<file path="src/rtl/bemf_pkg.sv">
// Shared types and constants for the back-EMF sequencer and its update datapath.
// Also holds the helpers that read and write one motor's slice of an 80-bit bus.
package bemf_pkg;

  localparam int BEMF_W = 20;
  localparam int ADC_W  = 10;
  localparam int N_MOT  = 4;
  localparam int MOT_W  = $clog2(N_MOT);

  localparam logic ADC_SIDE_H = 1'b0;
  localparam logic ADC_SIDE_L = 1'b1;

  typedef logic [MOT_W-1:0]                mot_t;
  typedef logic signed [BEMF_W-1:0]        bemf_t;
  typedef logic [N_MOT-1:0][BEMF_W-1:0]    mot_bus_t;

  typedef enum logic [2:0] {
    S_IDLE,
    S_CONV_H,
    S_WAIT_H,
    S_CONV_L,
    S_WAIT_L,
    S_ISSUE,
    S_WAIT_RES,
    S_NEXT
  } state_t;

  function automatic bemf_t get_mot(input mot_bus_t bus, input mot_t m);
    return bus[m];
  endfunction

  function automatic mot_bus_t set_mot(input mot_bus_t bus, input mot_t m, input bemf_t v);
    mot_bus_t r;
    r    = bus;
    r[m] = v;
    return r;
  endfunction

endpackage

</file>
<file path="src/rtl/bemf_sched_if.sv">
// ADC front-end handshake between the sequencer (master) and the converter (slave).
interface bemf_sched_if;
  import bemf_pkg::*;

  logic             adc_start;
  logic [2:0]       adc_chan;
  logic             adc_done;
  logic [ADC_W-1:0] adc_data;

  modport master (output adc_start, output adc_chan, input adc_done, input adc_data);
  modport slave  (input adc_start, input adc_chan, output adc_done, output adc_data);
endinterface

</file>
<file path="src/rtl/bemf_update.sv">
// Four-stage back-EMF update: velocity = (h - l - calib) with a small deadband,
// position = bemf_in + velocity. Motor select travels with the data.
module bemf_update
  import bemf_pkg::*;
#(
  parameter int DATA_W = BEMF_W,
  parameter int COEF_W = BEMF_W
) (
  input  logic                     clk,
  input  logic                     rst,
  input  logic                     in_valid,
  input  logic [ADC_W-1:0]         bemf_adc_h,
  input  logic [ADC_W-1:0]         bemf_adc_l,
  input  mot_t                     mot_sel_in,
  input  logic signed [DATA_W-1:0] bemf_in,
  input  logic signed [COEF_W-1:0] bemf_calib_in,
  output logic                     out_valid,
  output mot_t                     mot_sel_out,
  output logic signed [DATA_W-1:0] bemf_out,
  output logic signed [DATA_W-1:0] bemf_vel_out
);

  localparam logic signed [DATA_W-1:0] DEADBAND = DATA_W'(16);

  function automatic logic signed [DATA_W-1:0] adc_ext(input logic [ADC_W-1:0] a);
    return signed'(DATA_W'(a));
  endfunction

  function automatic logic signed [DATA_W-1:0] coef_ext(input logic signed [COEF_W-1:0] c);
    return DATA_W'(c);
  endfunction

  // Small differences are treated as noise and reported as zero velocity.
  function automatic logic signed [DATA_W-1:0] deadband(input logic signed [DATA_W-1:0] v);
    if ((v < DEADBAND) && (v > -DEADBAND)) return '0;
    return v;
  endfunction

  logic                     vld_p0, vld_p1, vld_p2, vld_p3;
  mot_t                     mot_p0, mot_p1, mot_p2, mot_p3;
  logic [ADC_W-1:0]         h_p0, l_p0;
  logic signed [COEF_W-1:0] cal_p0;
  logic signed [DATA_W-1:0] pos_p0, pos_p1, pos_p2, pos_p3;
  logic signed [DATA_W-1:0] diff_p1, vel_p2, vel_p3;

  always_ff @(posedge clk) begin
    if (rst) begin
      vld_p0 <= 1'b0;
      vld_p1 <= 1'b0;
      vld_p2 <= 1'b0;
      vld_p3 <= 1'b0;
    end else begin
      vld_p0 <= in_valid;
      vld_p1 <= vld_p0;
      vld_p2 <= vld_p1;
      vld_p3 <= vld_p2;
    end
  end

  always_ff @(posedge clk) begin
    // p0: capture operands
    h_p0    <= bemf_adc_h;
    l_p0    <= bemf_adc_l;
    cal_p0  <= bemf_calib_in;
    pos_p0  <= bemf_in;
    mot_p0  <= mot_sel_in;
    // p1: calibrated difference
    diff_p1 <= adc_ext(h_p0) - adc_ext(l_p0) - coef_ext(cal_p0);
    pos_p1  <= pos_p0;
    mot_p1  <= mot_p0;
    // p2: deadband
    vel_p2  <= deadband(diff_p1);
    pos_p2  <= pos_p1;
    mot_p2  <= mot_p1;
    // p3: accumulate (wraps)
    pos_p3  <= pos_p2 + vel_p2;
    vel_p3  <= vel_p2;
    mot_p3  <= mot_p2;
  end

  assign out_valid    = vld_p3;
  assign mot_sel_out  = mot_p3;
  assign bemf_out     = pos_p3;
  assign bemf_vel_out = vel_p3;

endmodule

</file>
<file path="src/rtl/bemf_sched.sv">
// Back-EMF sweep sequencer: per period, measures motors 0-3 through the shared ADC,
// runs each through bemf_update and keeps the resulting position/velocity per motor.
module bemf_sched
  import bemf_pkg::*;
#(
  parameter int PERIOD      = 20000,
  parameter int ADC_TIMEOUT = 255
) (
  input  logic                    clk,
  input  logic                    rst,
  input  logic                    enable,
  bemf_sched_if.master            adc,
  input  logic [N_MOT*BEMF_W-1:0] bemf_calib,
  input  logic [N_MOT-1:0]        bemf_clr,
  output logic [N_MOT*BEMF_W-1:0] bemf_pos,
  output logic [N_MOT*BEMF_W-1:0] bemf_vel,
  output logic                    sweep_done,
  output logic [N_MOT-1:0]        adc_err,
  output logic                    overrun
);

  localparam int CNT_W = $clog2(PERIOD);
  localparam int TO_W  = $clog2(ADC_TIMEOUT + 1);
  localparam logic [CNT_W-1:0] PER_LAST = CNT_W'(PERIOD - 1);
  localparam logic [TO_W-1:0]  TO_LAST  = TO_W'(ADC_TIMEOUT - 1);
  localparam mot_t             MOT_LAST = mot_t'(N_MOT - 1);

  state_t           state, state_nxt;
  logic [CNT_W-1:0] per_cnt;
  logic [TO_W-1:0]  to_cnt;
  mot_t             mot;
  logic             discard;
  logic [ADC_W-1:0] h_r, l_r;
  mot_bus_t         pos_r, vel_r;

  logic  tick, waiting, timeout, wb;
  logic  start_c, side_c, issue_c;
  logic  bu_out_valid;
  mot_t  bu_mot;
  bemf_t bu_pos, bu_vel, cur_pos, cur_cal;

  assign tick    = (per_cnt == PER_LAST);
  assign waiting = (state == S_WAIT_H) || (state == S_WAIT_L);
  assign timeout = waiting && !adc.adc_done && (to_cnt == TO_LAST);
  // A clear of the in-flight motor must not be undone by its stale result.
  assign wb      = (state == S_WAIT_RES) && bu_out_valid && !discard;

  always_comb begin
    state_nxt  = state;
    start_c    = 1'b0;
    side_c     = ADC_SIDE_H;
    issue_c    = 1'b0;
    sweep_done = 1'b0;
    overrun    = tick && (state != S_IDLE);
    unique case (state)
      S_IDLE:     if (tick && enable) state_nxt = S_CONV_H;
      S_CONV_H: begin
        start_c   = 1'b1;
        state_nxt = S_WAIT_H;
      end
      S_WAIT_H: begin
        if (adc.adc_done)  state_nxt = S_CONV_L;
        else if (timeout)  state_nxt = S_NEXT;
      end
      S_CONV_L: begin
        start_c   = 1'b1;
        side_c    = ADC_SIDE_L;
        state_nxt = S_WAIT_L;
      end
      S_WAIT_L: begin
        side_c = ADC_SIDE_L;
        if (adc.adc_done)  state_nxt = S_ISSUE;
        else if (timeout)  state_nxt = S_NEXT;
      end
      S_ISSUE: begin
        issue_c   = 1'b1;
        state_nxt = S_WAIT_RES;
      end
      S_WAIT_RES: if (bu_out_valid) state_nxt = S_NEXT;
      S_NEXT: begin
        sweep_done = (mot == MOT_LAST);
        state_nxt  = (mot == MOT_LAST) ? S_IDLE : S_CONV_H;
      end
      default:    state_nxt = S_IDLE;
    endcase
  end

  assign adc.adc_start = start_c;
  assign adc.adc_chan  = {mot, side_c};

  always_ff @(posedge clk) begin
    if (rst) begin
      state   <= S_IDLE;
      per_cnt <= '0;
      to_cnt  <= '0;
      mot     <= '0;
      discard <= 1'b0;
      adc_err <= '0;
      pos_r   <= '0;
      vel_r   <= '0;
    end else begin
      state   <= state_nxt;
      per_cnt <= tick ? '0 : per_cnt + 1'b1;

      if (state == S_IDLE && tick && enable) mot <= '0;
      else if (state == S_NEXT && mot != MOT_LAST) mot <= mot + 1'b1;

      if (state == S_CONV_H || state == S_CONV_L) to_cnt <= '0;
      else if (waiting) to_cnt <= to_cnt + 1'b1;

      if (timeout) adc_err[mot] <= 1'b1;

      if (state == S_IDLE || state == S_NEXT) discard <= 1'b0;
      else if ((state == S_ISSUE || state == S_WAIT_RES) && bemf_clr[mot]) discard <= 1'b1;

      if (wb) begin
        pos_r <= set_mot(pos_r, bu_mot, bu_pos);
        vel_r <= set_mot(vel_r, bu_mot, bu_vel);
      end
      // Clears come last so they win over a coincident write-back or error.
      for (int n = 0; n < N_MOT; n++) begin
        if (bemf_clr[n]) begin
          pos_r[n]   <= '0;
          vel_r[n]   <= '0;
          adc_err[n] <= 1'b0;
        end
      end
    end
  end

  always_ff @(posedge clk) begin
    if (state == S_WAIT_H && adc.adc_done) h_r <= adc.adc_data;
    if (state == S_WAIT_L && adc.adc_done) l_r <= adc.adc_data;
  end

  assign cur_pos = get_mot(pos_r, mot);
  assign cur_cal = get_mot(bemf_calib, mot);

  bemf_update #(
    .DATA_W(BEMF_W),
    .COEF_W(BEMF_W)
  ) u_bemf_update (
    .clk           (clk),
    .rst           (rst),
    .in_valid      (issue_c),
    .bemf_adc_h    (h_r),
    .bemf_adc_l    (l_r),
    .mot_sel_in    (mot),
    .bemf_in       (cur_pos),
    .bemf_calib_in (cur_cal),
    .out_valid     (bu_out_valid),
    .mot_sel_out   (bu_mot),
    .bemf_out      (bu_pos),
    .bemf_vel_out  (bu_vel)
  );

  assign bemf_pos = pos_r;
  assign bemf_vel = vel_r;

endmodule
</file>
<file path="src/flat_wrapper.sv">
// flat-port wrapper written by rule: the top's interface ports become plain ports
module bemf_sched_flat import bemf_pkg::*;
#(
  parameter int PERIOD      = 20000,
  parameter int ADC_TIMEOUT = 255
)
  (clk, rst, enable, bemf_calib, bemf_clr, bemf_pos, bemf_vel, sweep_done, adc_err, overrun, adc_adc_start, adc_adc_chan, adc_adc_done, adc_adc_data);
  bemf_sched_if adc_i ();
  input  logic clk;
  input  logic rst;
  input  logic enable;
  input  logic [N_MOT*BEMF_W-1:0] bemf_calib;
  input  logic [N_MOT-1:0] bemf_clr;
  output logic [N_MOT*BEMF_W-1:0] bemf_pos;
  output logic [N_MOT*BEMF_W-1:0] bemf_vel;
  output logic sweep_done;
  output logic [N_MOT-1:0] adc_err;
  output logic overrun;
  output wire logic [$bits(adc_i.adc_start)-1:0] adc_adc_start;
  output wire logic [$bits(adc_i.adc_chan)-1:0] adc_adc_chan;
  input wire logic [$bits(adc_i.adc_done)-1:0] adc_adc_done;
  input wire logic [$bits(adc_i.adc_data)-1:0] adc_adc_data;
  assign adc_adc_start = adc_i.adc_start;
  assign adc_adc_chan = adc_i.adc_chan;
  assign adc_i.adc_done = adc_adc_done;
  assign adc_i.adc_data = adc_adc_data;
  bemf_sched #(.PERIOD(PERIOD), .ADC_TIMEOUT(ADC_TIMEOUT)) u_core (.clk(clk), .rst(rst), .enable(enable), .adc(adc_i), .bemf_calib(bemf_calib), .bemf_clr(bemf_clr), .bemf_pos(bemf_pos), .bemf_vel(bemf_vel), .sweep_done(sweep_done), .adc_err(adc_err), .overrun(overrun));
endmodule
</file>
<file path="config.mk">
export PLATFORM = sky130hd
export DESIGN_NAME = bemf_sched_flat
export DESIGN_NICKNAME = d
export VERILOG_FILES = /design/src/rtl/bemf_pkg.sv /design/src/rtl/bemf_sched_if.sv /design/src/rtl/bemf_update.sv /design/src/rtl/bemf_sched.sv /design/src/flat_wrapper.sv
export SDC_FILE = /design/constraint.sdc
export NUM_CORES = 1
export LEC_CHECK = 0
export BUFFER_PORTS_ARGS = -buffer_cell sky130_fd_sc_hd__clkbuf_2
export CORE_AREA = 2 2 178 180
export DETAILED_ROUTE_END_ITERATION = 10
export DIE_AREA = 0 0 180 182
export PLACE_DENSITY = 0.81
export SLEW_MARGIN = 10
export SYNTH_ARGS = -nofsm -noshare
export SYNTH_HDL_FRONTEND = slang
export SYNTH_HIERARCHICAL = 1
export SYNTH_SLANG_ARGS = --single-unit
</file>
<file path="constraint.sdc">
create_clock -name clk -period 6.17 [get_ports clk]
set_input_delay 0.9255 -clock clk [delete_from_list [all_inputs] [get_ports clk]]
set_output_delay 0.9255 -clock clk [all_outputs]
set_load 0.005 [all_outputs]
</file>
---- Yosys cells after proc, flatten, opt, wreduce, memory -nomap -nowiden ----
Cells that the tools add are included.
word-level totals
  output and inout port bits .............. 170
  flip-flop bits (word level) ............. 405
  logic and storage cells ................. 123
  bits of input ports ..................... 98
cells by class
  add/subtract/negate cells ............... 6
  equality and inequality tests ........... 13
  multiplexer cells ....................... 26
  bitwise gates (word level) .............. 1
  reduce and logical (&&, ||, !) cells .... 34
  order comparisons ....................... 6
operators with widths
  cell                     count
  $bwmux W80               2
  $mux W20                 5
  $bmux W20 S2             2
  $demux W20 S2            1
  $pmux W3 S8              1
  $add A20 B20 Y20         1
  $gt A20 B5 Y1 const B    1
  $lt A20 B6 Y1 const B    1
  $reduce_or A2 Y1         10
  $sub A11 B20 Y20         1
  $add A15 B1 Y15 const B  1
  $eq A15 B15 Y1 const B   1
  $logic_and A1 B1 Y1      15
  $mux W3                  5
  $eq A3 B3 Y1 const B     4
  $sub A10 B10 Y11         1
  $add A8 B1 Y8 const B    1
  $eq A8 B8 Y1 const B     1
  $mux W1                  8
  $eq A3 B2 Y1 const B     2
  $lt A2 B3 Y1 const B     2
  $ge A2 B1 Y1 const B     2
  $logic_or A1 B1 Y1       4
  $ne A2 B2 Y1 const B     2
  11 further kinds         12

---- Longest topological paths before layout ----
  word-level depth ........................ 7
  mapped depth ............................ 16
  mapped depth without buffers ............ 16

---- Hierarchy ----
The synthesis kept the hierarchy.
modules (own cells, without submodules)
  module       seq. area each (sq um)  area each (sq um)  cells each  instances
  bemf_sched   4,464.3                 8,704.6            971         1
  bemf_update  3,843.7                 6,462.4            570         1

---- Worst setup path after synthesis ----
No wires, ideal clock.
  path kind ............................... register -> register
  start point ............................. register u_core.u_bemf_update.h_p0[0]
  end point ............................... register u_core.u_bemf_update.diff_p1[16]
  period minus slack after synthesis ...... 3.561 ns
  buffers on the path ..................... 0
  data arrival time ....................... 3.499 ns
  stages on the path, launching flop included .. 15
  library setup time ...................... 0.062 ns
  setup slack ............................. 2.609 ns
  required time ........................... 6.108 ns
  path through ............................ dfxtp_1 -> inv_1 -> ha_1 -> inv_2 -> fa_1 -> a211oi_1 -> o21ai_1 -> o211a_2 -> o41ai_2 -> ha_1 -> or2_2 -> a31oi_1 -> o21ai_2 -> or4_1 -> nand3_1
on the way
  cells in the longest elaborated chain, start to end .. 2
RTL lines
  item                    RTL line           source
  from (decl)             bemf_update.sv:41  logic [ADC_W-1:0] h_p0, l_p0;
  from (signal assigned)  bemf_update.sv:62  h_p0 <= bemf_adc_h;
  $sub A10 B10 Y11        bemf_update.sv:68  diff_p1 <= adc_ext(h_p0) - adc_ext(l_p0) - coef_ext(cal_p0);
  $sub A11 B20 Y20        bemf_update.sv:68
  to (signal assigned)    bemf_update.sv:68
  to (decl)               bemf_update.sv:44  logic signed [DATA_W-1:0] diff_p1, vel_p2, vel_p3;
No other way between the ends.
A chain may end at the register's enable or synchronous reset.

---- Worst setup path after layout ----
  start point ............................. register u_core.u_bemf_update.h_p0[0]
  end point ............................... register u_core.u_bemf_update.diff_p1[18]
Same word-level chain as after synthesis.

==> results by group <==
Pwr
  – Clock power share: 45.5%
  – Switching Power: 0.001208 W
  – Comb power frac: 3.9%
  – PD cells: 301.2 mW/mm2
  – Peak supply drop: 0.0001955 V
  – Sw frac: 22.07%
  – Lkg Pwr: 7.222 nW
  – Seq pwr share: 50.6%
  – Internal: 0.004263 W

Clocking
  – Worst-path clk slew: 0.06 ns
  – Post-CTS Setup Bufs: 0
  – Post-cts sizing count: 0
  – Clk_lat worst skew: 0.55 ns
  – CTS sink count: 405
  – Maximum root-to-sink buffer count: 3
  – Post-CTS Hold Buffers: 0
  – CTS Buf Count: 41
  – H-tree depth: 2
  – Clock root cell: clkbuf_16
  – CTS tree: yes

Logic synthesis
  – Yosys top cell area share: 50.82%
  – Register bit count reported by yosys: 405
  – Yosys warning total: 6
  – Post-Synthesis Cells: 1,541
  – Area of the mapped netlist: 0.01517 mm2
  – Syn Area/Cell: 9.842 um2
  – Seq/Total Area, Yosys: 54.78%
  – Main flop type after synthesis: dfxtp_1
  – Syn nets: 1,697
  – Synth area leaders: dfxtp_1 51%, nand2_1 8.7%, a21oi_1 6.6%
  – Yosys top cell by area: dfxtp_1
  – Yosys cell types: 71
  – Async SR Flop Fraction: 0%
  – EDFF count, synth: 20

Worst setup path
  – CP required: 6.63 ns
  – Critical Path Start Type: flop
  – Worst setup EP type: flop
  – Crit-path max FO: 10
  – Worst path top cell family by delay: compound AO/OA/AOI/OAI gates
  – Worst path cell trace: inv_1 -> ha_1 -> inv_2 -> fa_1 -> a211oi_1 -> o21ai_1 -> o211a_2 -> o41ai_2 -> ha_1 -> or2_2 -> a31oi_1 -> o21ai_2 -> a311oi_1 -> xnor2_1
  – CP max-delay cell: o41ai_2
  – Most frequent CP cell: ha_1
  – Worst Setup Path Type: flop to flop
  – RR Startpoint: u_core/u_bemf_update/h_p0[0]$_DFF_P_
  – CP peak stage delay: 0.83 ns
  – Crit path from: u_core/u_bemf_update/h_p0[0]$_DFF_P_
  – Buf/Inv on CP: 2
  – Data arrival, critical path: 4.66 ns

Die
  – Core box area: 0.03099 mm2
  – Starting Density: 48.95%
  – Die width: 180 um
  – Num rows: 65
  – Chip height: 182 um
  – Die Footprint: 0.03276 mm2
  – I/O Pins: 268

Place
  – Port bufs: 267
  – Post-DP HPWL: 26,280 um
  – Routability cong.: 0.8623

Final layout
  – Antenna diode count: 0
  – Nets: 1,937
  – FILL cells: 2,550
  – Commonest cells after routing, fill and taps aside: 383 x dfxtp_1, 353 x nand2_1, 267 x clkbuf_2, 199 x a21oi_1, 58 x nor2_1
  – Share of layout cells above drive strength 1: 22.61%
  – P&R area growth vs syn: 19.77%
  – Most common cell after layout, fill and taps aside: dfxtp_1

STA
  – Slew of the pin with the lowest slew margin: 1.223 ns
  – Clk_skew: 0.02255 ns
  – Slew headroom: 18.46%
  – Final setup violation count: 0
  – Final Hold Fails: 0
  – Hold slack: 0.3151 ns
  – RSZ-0062 raised after global routing: no
  – Tmin final: 4.209 ns
  – Max Clk Rate: 237.6 MHz
  – Post-Route Setup TNS: 0 ns
  – Fin. max-slew vios: 0
  – Crit share post-route: 68.21%

GRT
  – Largest net degree at the start of global routing: 48
  – Vias in the first global route: 11,880
  – Global-route wire length before repair: 61,490 um
  – Initial antenna violation count: 0
  – GR Util All Layers: 23.32%
  – Grt total ovfl: 0

Outcome
  – Status: completed

Route
  – Post-route ant nets: 0
  – DRC viols: 0
  – WL/cell: 17.80 um
  – Vias: 12,080
  – Initial drt markers: 855
  – DRT Wirelength: 39,420 um
  – DR vias/cell: 5.455
  – DR pass1 iterations: 5

Worst hold path
  – HP Class: flop to flop
  – Hold Startpoint: u_core/u_bemf_update/pos_p1[4]$_DFF_P_

Flow run
  – Max-Cap Viols: 0
## area by class of cell
cell class / count / area [um2] / share of cell area, %
Clock buffer: 58 / 1175 / 6.467
Clock inverter: 17 / 200.2 / 1.102
Inverter: 56 / 210.2 / 1.157
Multi-Input combinational cell: 999 / 6346 / 34.93
Sequential cell: 405 / 8313 / 45.76
Tap cell: 402 / 503.0 / 2.769
Timing Repair Buffer: 278 / 1419 / 7.810
## cell usage after synthesis, drive strengths merged, types with 6 or more instances
library cell  instances
a21oi               199
nor4                 13
or2                   8
nand2b                9
o21a                  6
clkbuf               62
o21ai                22
inv                  56
nand3                15
nor3                 17
mux4                 41
buf                  19
nor2b                13
xnor2                47
edfxtp               20
or3                   6
and2                 22
o21bai                7
ha                   55
nor2                 58
nor4b                 6
nand2               353
and3                  6
dfxtp               385
xor2                 10
a21o                  8
nand4                15
## power groups by stage
stage | Clock (W) | Sequential (W) | Combinational (W)
6_report | 0.00249 | 0.00277 | 0.000211
5_1_grt | 0.00264 | 0.00278 | 0.000230
4_1_cts | 0.00253 | 0.00277 | 0.000209
3_5_place_dp | 0 | 0.00283 | 0.000205
3_3_place_gp | 0 | 0.00283 | 0.000198
2_1_floorplan | 0 | 0.00280 | 0.000135
## logic make-up after synthesis
group	count (synthesis)	synth area share (%)
adder cells (fa/ha/maj)	58	4.933
AND/OR/NAND/NOR	557	16.35
AO/OA/AOI/OAI	283	10.77
multiplexers	44	6.319
buffers and inverters	137	3.564
flip-flops	405	54.78
XOR/XNOR	57	3.291
## sequential cells by signal, indices dropped and copies added (netlist names), 15 cells and up
| signal | cells |
|---|---|
| u_core/u_bemf_update/vel_p2 | 20 |
| u_core/u_bemf_update/bemf_vel_out | 20 |
| u_core/per_cnt | 15 |
| u_core/u_bemf_update/diff_p1 | 20 |
| u_core/u_bemf_update/pos_p1 | 20 |
| u_core/u_bemf_update/cal_p0 | 20 |
| u_core/u_bemf_update/bemf_out | 20 |
| u_core/u_bemf_update/pos_p2 | 20 |
| u_core/bemf_pos | 80 |
| u_core/u_bemf_update/pos_p0 | 20 |
| u_core/bemf_vel | 80 |
## layer usage
layer	global-route usage, %	wire [um]	up-vias
li1	-	-	5728
met1	29.35	15970	5671
met2	38.42	18610	578
met3	5.094	3251	106
met4	10.80	1589	0
met5	0	0	-
## worst paths after layout
kind / endpoint / slack, ns / depth (start not counted)
setup reg to reg: u_core/u_bemf_update/diff_p1[18]$_DFF_P_ / 1.96 / 14
hold reg to reg: u_core/u_bemf_update/pos_p2[4]$_DFF_P_ / 0.32 / 0
hold / removal: u_core/u_bemf_update/pos_p2[4]$_DFF_P_ / 0.32 / 0
setup / recovery: u_core/u_bemf_update/diff_p1[18]$_DFF_P_ / 1.96 / 14
## stage by stage
step	instances	area (um2)	total power (W)	util [%]	setup WS (ns)
after detailed placement	2140	16790	0.003031	54.19	2.030
final	2215	18170	0.005471	58.63	1.961
after global routing	2215	18170	0.005646	58.63	1.674
after global placement	2140	16790	0.003023	54.19	2.292
after CTS	2215	18170	0.005504	58.63	2.018
after floorplan	1541	15170	0.002931	-	2.609
Power figures use the tool's default switching activity.
